**config.mk**
```make
export PLATFORM = sky130hd
export DESIGN_NAME = video_timing_gen_flat
export DESIGN_NICKNAME = d
export VERILOG_FILES = /design/src/rtl/video_pkg.sv /design/src/rtl/video_timing_gen_if.sv /design/src/rtl/video_timing_gen_sync_counter.sv /design/src/rtl/video_timing_gen.sv /design/src/flat_wrapper.sv
export SDC_FILE = /design/constraint.sdc
export NUM_CORES = 1
export LEC_CHECK = 0
export CELL_PAD_IN_SITES_DETAIL_PLACEMENT = 2
export CELL_PAD_IN_SITES_GLOBAL_PLACEMENT = 2
export CORE_ASPECT_RATIO = 0.6
export CORE_MARGIN = 4
export CORE_UTILIZATION = 26
export CTS_BUF_LIST = sky130_fd_sc_hd__clkbuf_2 sky130_fd_sc_hd__clkbuf_4 sky130_fd_sc_hd__clkbuf_8
export DETAILED_ROUTE_END_ITERATION = 16
export PLACE_DENSITY_LB_ADDON = 0.3
export SLEW_MARGIN = 40
export SYNTH_ARGS = -nofsm -noshare
export SYNTH_HDL_FRONTEND = slang
export SYNTH_SLANG_ARGS = --single-unit
```
**constraint.sdc**
```tcl
create_clock -name pixel_clk -period 2.3 [get_ports pixel_clk]
set_input_delay 0.46 -clock pixel_clk [delete_from_list [all_inputs] [get_ports pixel_clk]]
set_output_delay 0.46 -clock pixel_clk [all_outputs]
set_load 0.02 [all_outputs]
```
**src/rtl/video_pkg.sv**
```systemverilog
// Shared types and default 800x480 timing for the video output stage.
// Optional test pattern build: define VIDEO_TEST_PATTERN_EN.
package video_pkg;

    typedef struct packed {
        logic [7:0] r;
        logic [7:0] g;
        logic [7:0] b;
    } rgb_t;

    typedef enum logic [1:0] {
        WAIT_FULL,
        WAIT_SOF,
        RUN
    } state_t;

    localparam int H_DISP   = 800;
    localparam int H_FP     = 40;
    localparam int H_PULSE  = 48;
    localparam int H_BP     = 40;
    localparam int V_DISP   = 480;
    localparam int V_FP     = 13;
    localparam int V_PULSE  = 3;
    localparam int V_BP     = 29;

endpackage

```
**src/rtl/video_timing_gen_if.sv**
```systemverilog
// FIFO-side and transmitter-side signals of the video output stage.
// master = timing generator, slave = FIFO / transmitter environment.
interface video_timing_gen_if;

    logic [23:0] fifo_rdata;
    logic        fifo_empty;
    logic        fifo_full;
    logic        fifo_read;
    logic        video_hs;
    logic        video_vs;
    logic        video_blank;
    logic [23:0] video_rgb;
    logic        underflow;

    modport master (
        input  fifo_rdata,
        input  fifo_empty,
        input  fifo_full,
        output fifo_read,
        output video_hs,
        output video_vs,
        output video_blank,
        output video_rgb,
        output underflow
    );

    modport slave (
        output fifo_rdata,
        output fifo_empty,
        output fifo_full,
        input  fifo_read,
        input  video_hs,
        input  video_vs,
        input  video_blank,
        input  video_rgb,
        input  underflow
    );

endinterface

```
**src/rtl/video_timing_gen_sync_counter.sv**
```systemverilog
// One timing axis: counter wrapping at FP+PULSE+BP+DISP with decoded regions.
// Region order is front porch, sync, back porch, active.
module sync_counter #(
    parameter  int FP    = 40,
    parameter  int PULSE = 48,
    parameter  int BP    = 40,
    parameter  int DISP  = 800,
    localparam int TOTAL = FP + PULSE + BP + DISP,
    localparam int W     = $clog2(TOTAL)
) (
    input  logic         clk,
    input  logic         rst,
    input  logic         en,
    output logic         wrap,
    output logic         sync_n,
    output logic         active,
    output logic [W-1:0] count
);

    localparam logic [W-1:0] LAST    = W'(TOTAL - 1);
    localparam logic [W-1:0] SYNC_LO = W'(FP);
    localparam logic [W-1:0] SYNC_HI = W'(FP + PULSE);
    localparam logic [W-1:0] ACT_LO  = W'(TOTAL - DISP);

    assign wrap   = en && (count == LAST);
    assign sync_n = !((count >= SYNC_LO) && (count < SYNC_HI));
    assign active = (count >= ACT_LO);

    always_ff @(posedge clk) begin
        if (rst) begin
            count <= '0;
        end else if (en) begin
            count <= wrap ? '0 : count + W'(1);
        end
    end

endmodule

```
**src/rtl/video_timing_gen.sv**
```systemverilog
// Pixel-domain output stage: sync/blank timing plus FIFO-fed RGB.
// Define VIDEO_TEST_PATTERN_EN to replace FIFO data with 8 colour bars.
module video_timing_gen
    import video_pkg::*;
#(
    parameter int HDISP  = H_DISP,
    parameter int HFP    = H_FP,
    parameter int HPULSE = H_PULSE,
    parameter int HBP    = H_BP,
    parameter int VDISP  = V_DISP,
    parameter int VFP    = V_FP,
    parameter int VPULSE = V_PULSE,
    parameter int VBP    = V_BP
) (
    input logic                pixel_clk,
    input logic                pixel_rst,
    video_timing_gen_if.master vif
);

    localparam int HTOTAL = HFP + HPULSE + HBP + HDISP;
    localparam int VTOTAL = VFP + VPULSE + VBP + VDISP;
    localparam int HW     = $clog2(HTOTAL);
    localparam int VW     = $clog2(VTOTAL);

    logic          hwrap;
    logic          vwrap;
    logic          hsync_n;
    logic          vsync_n;
    logic          hact;
    logic          vact;
    logic [HW-1:0] hcount;
    logic [VW-1:0] vcount;
    logic          active;
    logic          pop;
    logic          unused_cnt;
    state_t        state_q;
    state_t        state_d;
    rgb_t          pix_d;

    sync_counter #(
        .FP    (HFP),
        .PULSE (HPULSE),
        .BP    (HBP),
        .DISP  (HDISP)
    ) u_hcnt (
        .clk    (pixel_clk),
        .rst    (pixel_rst),
        .en     (1'b1),
        .wrap   (hwrap),
        .sync_n (hsync_n),
        .active (hact),
        .count  (hcount)
    );

    sync_counter #(
        .FP    (VFP),
        .PULSE (VPULSE),
        .BP    (VBP),
        .DISP  (VDISP)
    ) u_vcnt (
        .clk    (pixel_clk),
        .rst    (pixel_rst),
        .en     (hwrap),
        .wrap   (vwrap),
        .sync_n (vsync_n),
        .active (vact),
        .count  (vcount)
    );

    assign active     = hact & vact;
    assign unused_cnt = ^{hcount, vcount};

    // vwrap is high only on the last pixel of the last line
    always_comb begin
        state_d = state_q;
        pop     = 1'b0;
`ifdef VIDEO_TEST_PATTERN_EN
        state_d = RUN;
`else
        unique case (state_q)
            WAIT_FULL: if (vif.fifo_full) state_d = WAIT_SOF;
            WAIT_SOF:  if (vwrap) state_d = RUN;
            RUN:       pop = active;
            default:   state_d = WAIT_FULL;
        endcase
`endif
    end

    assign vif.fifo_read = pop;

`ifdef VIDEO_TEST_PATTERN_EN
    localparam int BAR_W = HDISP / 8;

    logic [HW-1:0] hoff;
    logic [2:0]    bar;
    logic          unused_fifo;

    assign hoff        = hcount - HW'(HTOTAL - HDISP);
    assign bar         = 3'(hoff / HW'(BAR_W));
    assign unused_fifo = ^{vif.fifo_rdata, vif.fifo_empty, vif.fifo_full};

    always_comb begin
        pix_d = '0;
        if (active && (state_q == RUN)) begin
            pix_d.r = {8{~bar[2]}};
            pix_d.g = {8{~bar[1]}};
            pix_d.b = {8{~bar[0]}};
        end
    end
`else
    always_comb begin
        pix_d = '0;
        if (pop && !vif.fifo_empty) pix_d = vif.fifo_rdata;
    end
`endif

    always_ff @(posedge pixel_clk) begin
        if (pixel_rst) begin
            state_q         <= WAIT_FULL;
            vif.video_hs    <= 1'b1;
            vif.video_vs    <= 1'b1;
            vif.video_blank <= 1'b0;
            vif.video_rgb   <= '0;
            vif.underflow   <= 1'b0;
        end else begin
            state_q         <= state_d;
            vif.video_hs    <= hsync_n;
            vif.video_vs    <= vsync_n;
            vif.video_blank <= active;
            vif.video_rgb   <= pix_d;
            vif.underflow   <= vif.underflow | (pop & vif.fifo_empty);
        end
    end

endmodule
```
**src/flat_wrapper.sv**
```systemverilog
// flat-port wrapper written by rule: the top's interface ports become plain ports
module video_timing_gen_flat import video_pkg::*;
#(
    parameter int HDISP  = H_DISP,
    parameter int HFP    = H_FP,
    parameter int HPULSE = H_PULSE,
    parameter int HBP    = H_BP,
    parameter int VDISP  = V_DISP,
    parameter int VFP    = V_FP,
    parameter int VPULSE = V_PULSE,
    parameter int VBP    = V_BP
)
  (pixel_clk, pixel_rst, vif_fifo_rdata, vif_fifo_empty, vif_fifo_full, vif_fifo_read, vif_video_hs, vif_video_vs, vif_video_blank, vif_video_rgb, vif_underflow);
  video_timing_gen_if vif_i ();
  input logic pixel_clk;
  input logic pixel_rst;
  input wire logic [$bits(vif_i.fifo_rdata)-1:0] vif_fifo_rdata;
  input wire logic [$bits(vif_i.fifo_empty)-1:0] vif_fifo_empty;
  input wire logic [$bits(vif_i.fifo_full)-1:0] vif_fifo_full;
  output wire logic [$bits(vif_i.fifo_read)-1:0] vif_fifo_read;
  output wire logic [$bits(vif_i.video_hs)-1:0] vif_video_hs;
  output wire logic [$bits(vif_i.video_vs)-1:0] vif_video_vs;
  output wire logic [$bits(vif_i.video_blank)-1:0] vif_video_blank;
  output wire logic [$bits(vif_i.video_rgb)-1:0] vif_video_rgb;
  output wire logic [$bits(vif_i.underflow)-1:0] vif_underflow;
  assign vif_i.fifo_rdata = vif_fifo_rdata;
  assign vif_i.fifo_empty = vif_fifo_empty;
  assign vif_i.fifo_full = vif_fifo_full;
  assign vif_fifo_read = vif_i.fifo_read;
  assign vif_video_hs = vif_i.video_hs;
  assign vif_video_vs = vif_i.video_vs;
  assign vif_video_blank = vif_i.video_blank;
  assign vif_video_rgb = vif_i.video_rgb;
  assign vif_underflow = vif_i.underflow;
  video_timing_gen #(.HDISP(HDISP), .HFP(HFP), .HPULSE(HPULSE), .HBP(HBP), .VDISP(VDISP), .VFP(VFP), .VPULSE(VPULSE), .VBP(VBP)) u_core (.pixel_clk(pixel_clk), .pixel_rst(pixel_rst), .vif(vif_i));
endmodule
```
; Word-level counts from Yosys, hierarchy flattened
; Cells that the tools add are included.
[word_totals]
in_bits = 28
regBits = 50
wordCells = 43
[op_classes]
n_eq_ne = 6
n_addsub = 2
order_cmp = 6
n_reduce_logical = 11
bitwise_logic = 5
mux = 5
[ops]
columns = cell, count
row1 = 10-bit by 1-bit adder with 10-bit output (second input constant), 2
row2 = 10-bit equality test (second input constant), 2
row3 = 10-bit by 6-bit >= comparator with 1-bit output (second input constant), 2
row4 = 10-bit by 4-bit >= comparator with 1-bit output (second input constant), 1
row5 = 10-bit by 8-bit >= comparator with 1-bit output (second input constant), 1
row6 = 10-bit by 5-bit less-than comparator with 1-bit output (second input constant), 1
row7 = 10-bit by 7-bit less-than comparator with 1-bit output (second input constant), 1
row8 = 10-bit two-way mux, 1
row9 = 2-bit case mux with 3 select lines, 1
row10 = 1-bit logical AND, 4
row11 = 2-bit two-way mux, 2
row12 = 2-bit != test (second input constant), 2
row13 = 2-bit OR reduction, 2
row14 = 1-bit zero test, 3
row15 = 3-bit AND reduction, 1
row16 = 1-bit AND, 2
row17 = 2-bit by 1-bit equality test with 1-bit output (second input constant), 1
row18 = 2-bit equality test (second input constant), 1
row19 = 2-bit zero test, 1
row20 = 1-bit inverter, 2
row21 = 1-bit two-way mux, 1
row22 = 1-bit bitwise OR, 1

; Logic depth before layout (Yosys ltp)
[logic_depth]
word_depth = 6
mapped_depth = 7

; Modules after synthesis
; A second synthesis with hierarchy kept.
[unflattened]
cells_unflattened = 203
hier_area_um2 = 2217.1
[modules_own_cells]
columns = mod, cells_per_inst, seq_area_each_um2, area_each_um2, n_inst
row1 = video_timing_gen, 78, 600.6, 1099.8, 1
row2 = sync_counter (u_core.u_hcnt), 62, 200.2, 568.0, 1
row3 = sync_counter (u_core.u_vcnt), 63, 200.2, 549.3, 1

; Worst setup path before layout
; Ideal clock, no wire load.
[synth_path]
path_kind = register -> output
from = register u_core.u_vcnt.count[1]
to = output port vif_fifo_read
path_buffers = 1
arrival_time_ns = 1.895
stages_incl_launch_ff = 8
required_ns = 1.840
setup_slack_ns = -0.055
cell_sequence = dfxtp_1 inv_1 ha_1 nand2b_1 a31o_2 a21oi_1 clkbuf_1 nor3_1
[synth_between]
elab_chain_cells = 3
[synth_rtl]
columns = item, line
row1 = "start, declared", video_timing_gen_sync_counter.sv:17  ; output logic [W-1:0] count
row2 = "start signal, assigned", video_timing_gen_sync_counter.sv:33  ; count <= wrap ? '0 : count + W'(1);
row3 = 10-bit by 6-bit >= comparator with 1-bit output, video_timing_gen_sync_counter.sv:27  ; assign active = (count >= ACT_LO);
row4 = 1-bit AND, video_timing_gen.sv:70  ; assign active = hact & vact;
row5 = 1-bit two-way mux, video_timing_gen.sv:80  ; unique case (state_q)
row6 = "end, declared", flat_wrapper.sv:20  ; output wire logic [$bits(vif_i.fifo_read)-1:0] vif_fifo_read;
; Every way passes these cells.

; Worst setup path after layout
[layout_path]
from = register u_core.u_vcnt.count[6]
to = output port vif_fifo_read
; Same word-level chain as after synthesis.

==> key figures <==
Clocking
  – Clock network latency to the later pin of the worst-skew pair: 0.31 ns
  – CTS sink count: 50
  – Hold-fix buffers at CTS: 0
  – Maximum number of buffers from clock root to sink: 2
  – Number of CTS-inserted buffers: 5
  – Maximum level of the CTS H-tree: 2
  – Clock root cell: sky130_fd_sc_hd__clkbuf_8
  – Clock transition at path regs: 0.09 ns
  – Clock tree from TritonCTS: yes

Logic synthesis
  – Top cell type by total area after synthesis: sky130_fd_sc_hd__dfxtp_1
  – Number of synthesized register bits: 50
  – Xor and xnor fraction of the mapped netlist area: 5.86%
  – Post-synthesis instance area: 2090 um^2
  – Share of async-settable or async-resettable flops after synthesis: 0%
  – Unique masters post-synth: 35
  – Mean instance size in the synthesized netlist: 9.14 um^2
  – Count of synthesis-stage warnings from yosys: 0
  – Compound-gate portion of the synthesized area: 4.18%
  – Gate Count Post-Synth: 229
  – Area share of the largest cell type after synthesis: 47.8%
  – Sequential cell area fraction in the yosys report: 47.8%
  – Largest family of logic cells by synthesized area: simple AND/OR/NAND/NOR gates
  – Synth Area in Adders: 3.59%
  – Number of enable-type register cells in the synthesized netlist: 0
  – Post-synth top flop: sky130_fd_sc_hd__dfxtp_1
  – Post-Synthesis Net Count: 263
  – Top cells by area, synth: sky130_fd_sc_hd__dfxtp_1 (48%), sky130_fd_sc_hd__nand3b_1 (9.0%), sky130_fd_sc_hd__nor3_1 (7.2%)
  – Post-synthesis mux area share: 0.478%
  – Simple-gate portion of the synthesized area: 33.4%

Layout
  – Layout fillers: 889
  – Area occupied by multi-input gates: 1010 um^2
  – Diode count: 0
  – Sequential cell area: 1000 um^2
  – Layout area overhead: 41.6%
  – Share of final-layout standard cells stronger than drive strength 1: 12.8%
  – Most frequent cells in the layout: sky130_fd_sc_hd__clkdlybuf4s50_1 (55), sky130_fd_sc_hd__dfxtp_1 (49), sky130_fd_sc_hd__nor3_1 (29)
  – Most common library cell in the layout ignoring fill and taps: sky130_fd_sc_hd__clkdlybuf4s50_1
  – Post-layout net count: 330

Place
  – Estimated wirelength of the detail-placed design: 5030 um
  – Routability Congestion: 0.732
  – Count of input and output buffers: 56

Route
  – Detailed-route wire length: 6640 um
  – Mean number of vias per cell: 4.75
  – Total via count in the routed design: 1921
  – 1st-iter DRT viols: 156
  – DRT antenna net count: 0
  – Total iterations of the first detailed-routing run: 4
  – DRC violations left: 0
  – Detailed-route wire length per cell: 16.4 um

Hold path
  – Worst min path class: flip-flop to flip-flop

STA
  – Clock tree skew after final layout: 0.0141 ns
  – Final hold violations: 0
  – Maximum frequency from static timing analysis: 464 MHz
  – Period utilization: 93.7%
  – RSZ-0062 raised after global routing: false
  – Final setup TNS: 0 ns
  – Final count of negative-setup-slack endpoints: 0
  – Pins over their slew limit: 0
  – Period minus WS final: 2.16 ns
  – Slew margin rel.: 64.7%
  – Slew at the pin closest to its max-slew limit: 0.529 ns
  – Hold slack: 0.483 ns

Critical path
  – Crit-path max FO: 2
  – Cell-by-cell listing of the critical path: or3_1 -> or2_2 -> a21oi_2 -> nor3_1 -> buf_2
  – Kind of start point of the critical path: flip-flop
  – Worst path bufs/invs: 1
  – Classification of the worst setup path: flip-flop to output port
  – CP max stage delay: 0.40 ns
  – Slowest-stage cell, CP: sky130_fd_sc_hd__or3_1
  – Required time of the worst setup path: 1.84 ns
  – Crit path arrival time: 1.70 ns
  – Cell family with the largest share of critical-path delay: simple AND/OR/NAND/NOR gates
  – Endpoint kind of the worst setup timing path: output port

GRT
  – Global-route usage over all layers: 14.7%
  – Largest net degree at the start of global routing: 28
  – Number of global-route vias before repair: 2065
  – Initial antenna violation count: 0
  – Remaining global-route overflow: 0
  – Global-route wire length before repair: 11100 um

Power
  – Leak: 0.956 nW
  – Cell area power density: 501 nW/um^2
  – Worst vdd rail ir drop: 0.227 mV

Floorplan
  – Starting utilization of the core area: 26.7%
  – Die Height: 77.5 um
  – Die area: 9600 um^2
  – Number of core rows: 25
  – X dimension of the die: 124 um
  – # IOs: 57
  – Area inside the core boundary: 7850 um^2

Run status
  – Status: completed

Run
  – Maximum capacitance violations: 0
==> where the power goes <==
group | internal [mW] | leakage, nW | switching, mW
combinational | 0.0588 | 0.511 | 0.0290
sequential | 0.871 | 0.404 | 0.00765
clock | 0.221 | 0.0407 | 0.296
total | 1.15 | 0.956 | 0.332
==> cells in the mapped netlist (all sizes together), types with 2 or more instances <==
master,number
a21oi,6
buf,3
clkbuf,12
dfxtp,50
ha,6
inv,8
nand2,7
nand2b,2
nand3,8
nand3b,25
nand4,5
nand4bb,2
nor2,23
nor3,30
nor4,6
o21ai,3
or2,2
or3,3
or3b,2
or4,3
xnor2,11
xor2,3
==> path summary, 6_finish.rpt <==
kind / from / end / slack [ns] / cells after the start
worst max-delay path: u_core.u_vcnt.count[6] / vif_fifo_read / 0.14 / 5
worst min-delay path: u_core.vif.underflow / u_core.vif.underflow / 0.48 / 2
worst max register to register: u_core.u_hcnt.count[0] / u_core.u_vcnt.count[9] / 0.15 / 6
worst min register to register: u_core.vif.underflow / u_core.vif.underflow / 0.48 / 2
==> worst reg2reg max path: stages, from the launching register on <==
cell,delay (ns)
sky130_fd_sc_hd__dfxtp_1,0.40
sky130_fd_sc_hd__ha_4,0.18
sky130_fd_sc_hd__nand4_1,0.20
sky130_fd_sc_hd__buf_4,0.22
sky130_fd_sc_hd__or4_4,0.57
sky130_fd_sc_hd__or3_1,0.37
sky130_fd_sc_hd__a21oi_1,0.14
==> per-stage QoR <==
stage / worst slack (ns) / power, mW / instances / area (um^2) / utilization, %
final: 0.144 / 1.48 / 404 / 2960 / 37.8
after global routing: 0.0178 / 1.55 / 404 / 2960 / 37.8
after CTS: 0.0162 / 1.50 / 404 / 2960 / 37.7
after detailed placement: 0.0148 / 0.985 / 395 / 2860 / 36.4
after global placement: 0.0760 / 0.982 / 395 / 2860 / 36.4
after floorplan: 0.0807 / 0.922 / 229 / 2100 / -
==> logic make-up after synthesis <==
group                      after synthesis
AOI/OAI and AO/OA                       14
xor gates and xnor gates                14
adders and majority gates                6
buffers and inverters                   23
DFF                                     50
muxes                                    1
and+or+nand+nor                        121
==> cell type report <==
type	count	area share, %
clock buffer	6	2.57
clock inverter	1	0.253
inverter	8	1.01
multi-input combinational	156	34.2
sequential	50	33.8
tap	108	4.56
timing repair buffer	75	23.6
==> sequential cells by signal, summed over array words and instances (netlist names) <==
| register | cells |
|---|---|
| u_core.vif.video_vs | 1 |
| u_core.vif.video_rgb | 24 |
| u_core.u_hcnt.count | 10 |
| u_core.vif.video_blank | 1 |
| u_core.u_vcnt.count | 10 |
| u_core.vif.video_hs | 1 |
| u_core.state_q | 2 |
| u_core.vif.underflow | 1 |
==> per-layer routing <==
layer | vias to the layer above | track usage [%] | share of wire [%]
met5 | - | 0 | 0
met4 | 0 | 3.54 | 0.81
met3 | 6 | 4.22 | 4.5
met2 | 29 | 21.7 | 43
met1 | 955 | 21.1 | 51
li1 | 931 | - | -
==> what timing repair did <==
item / 4_1_cts / 5_1_grt
resized for setup: 4 / 4
gates cloned: 0 / 0
endpoints found under the setup margin: 3 / 11
buffers inserted: 2 / 0
(Power assumes the default switching activity.)
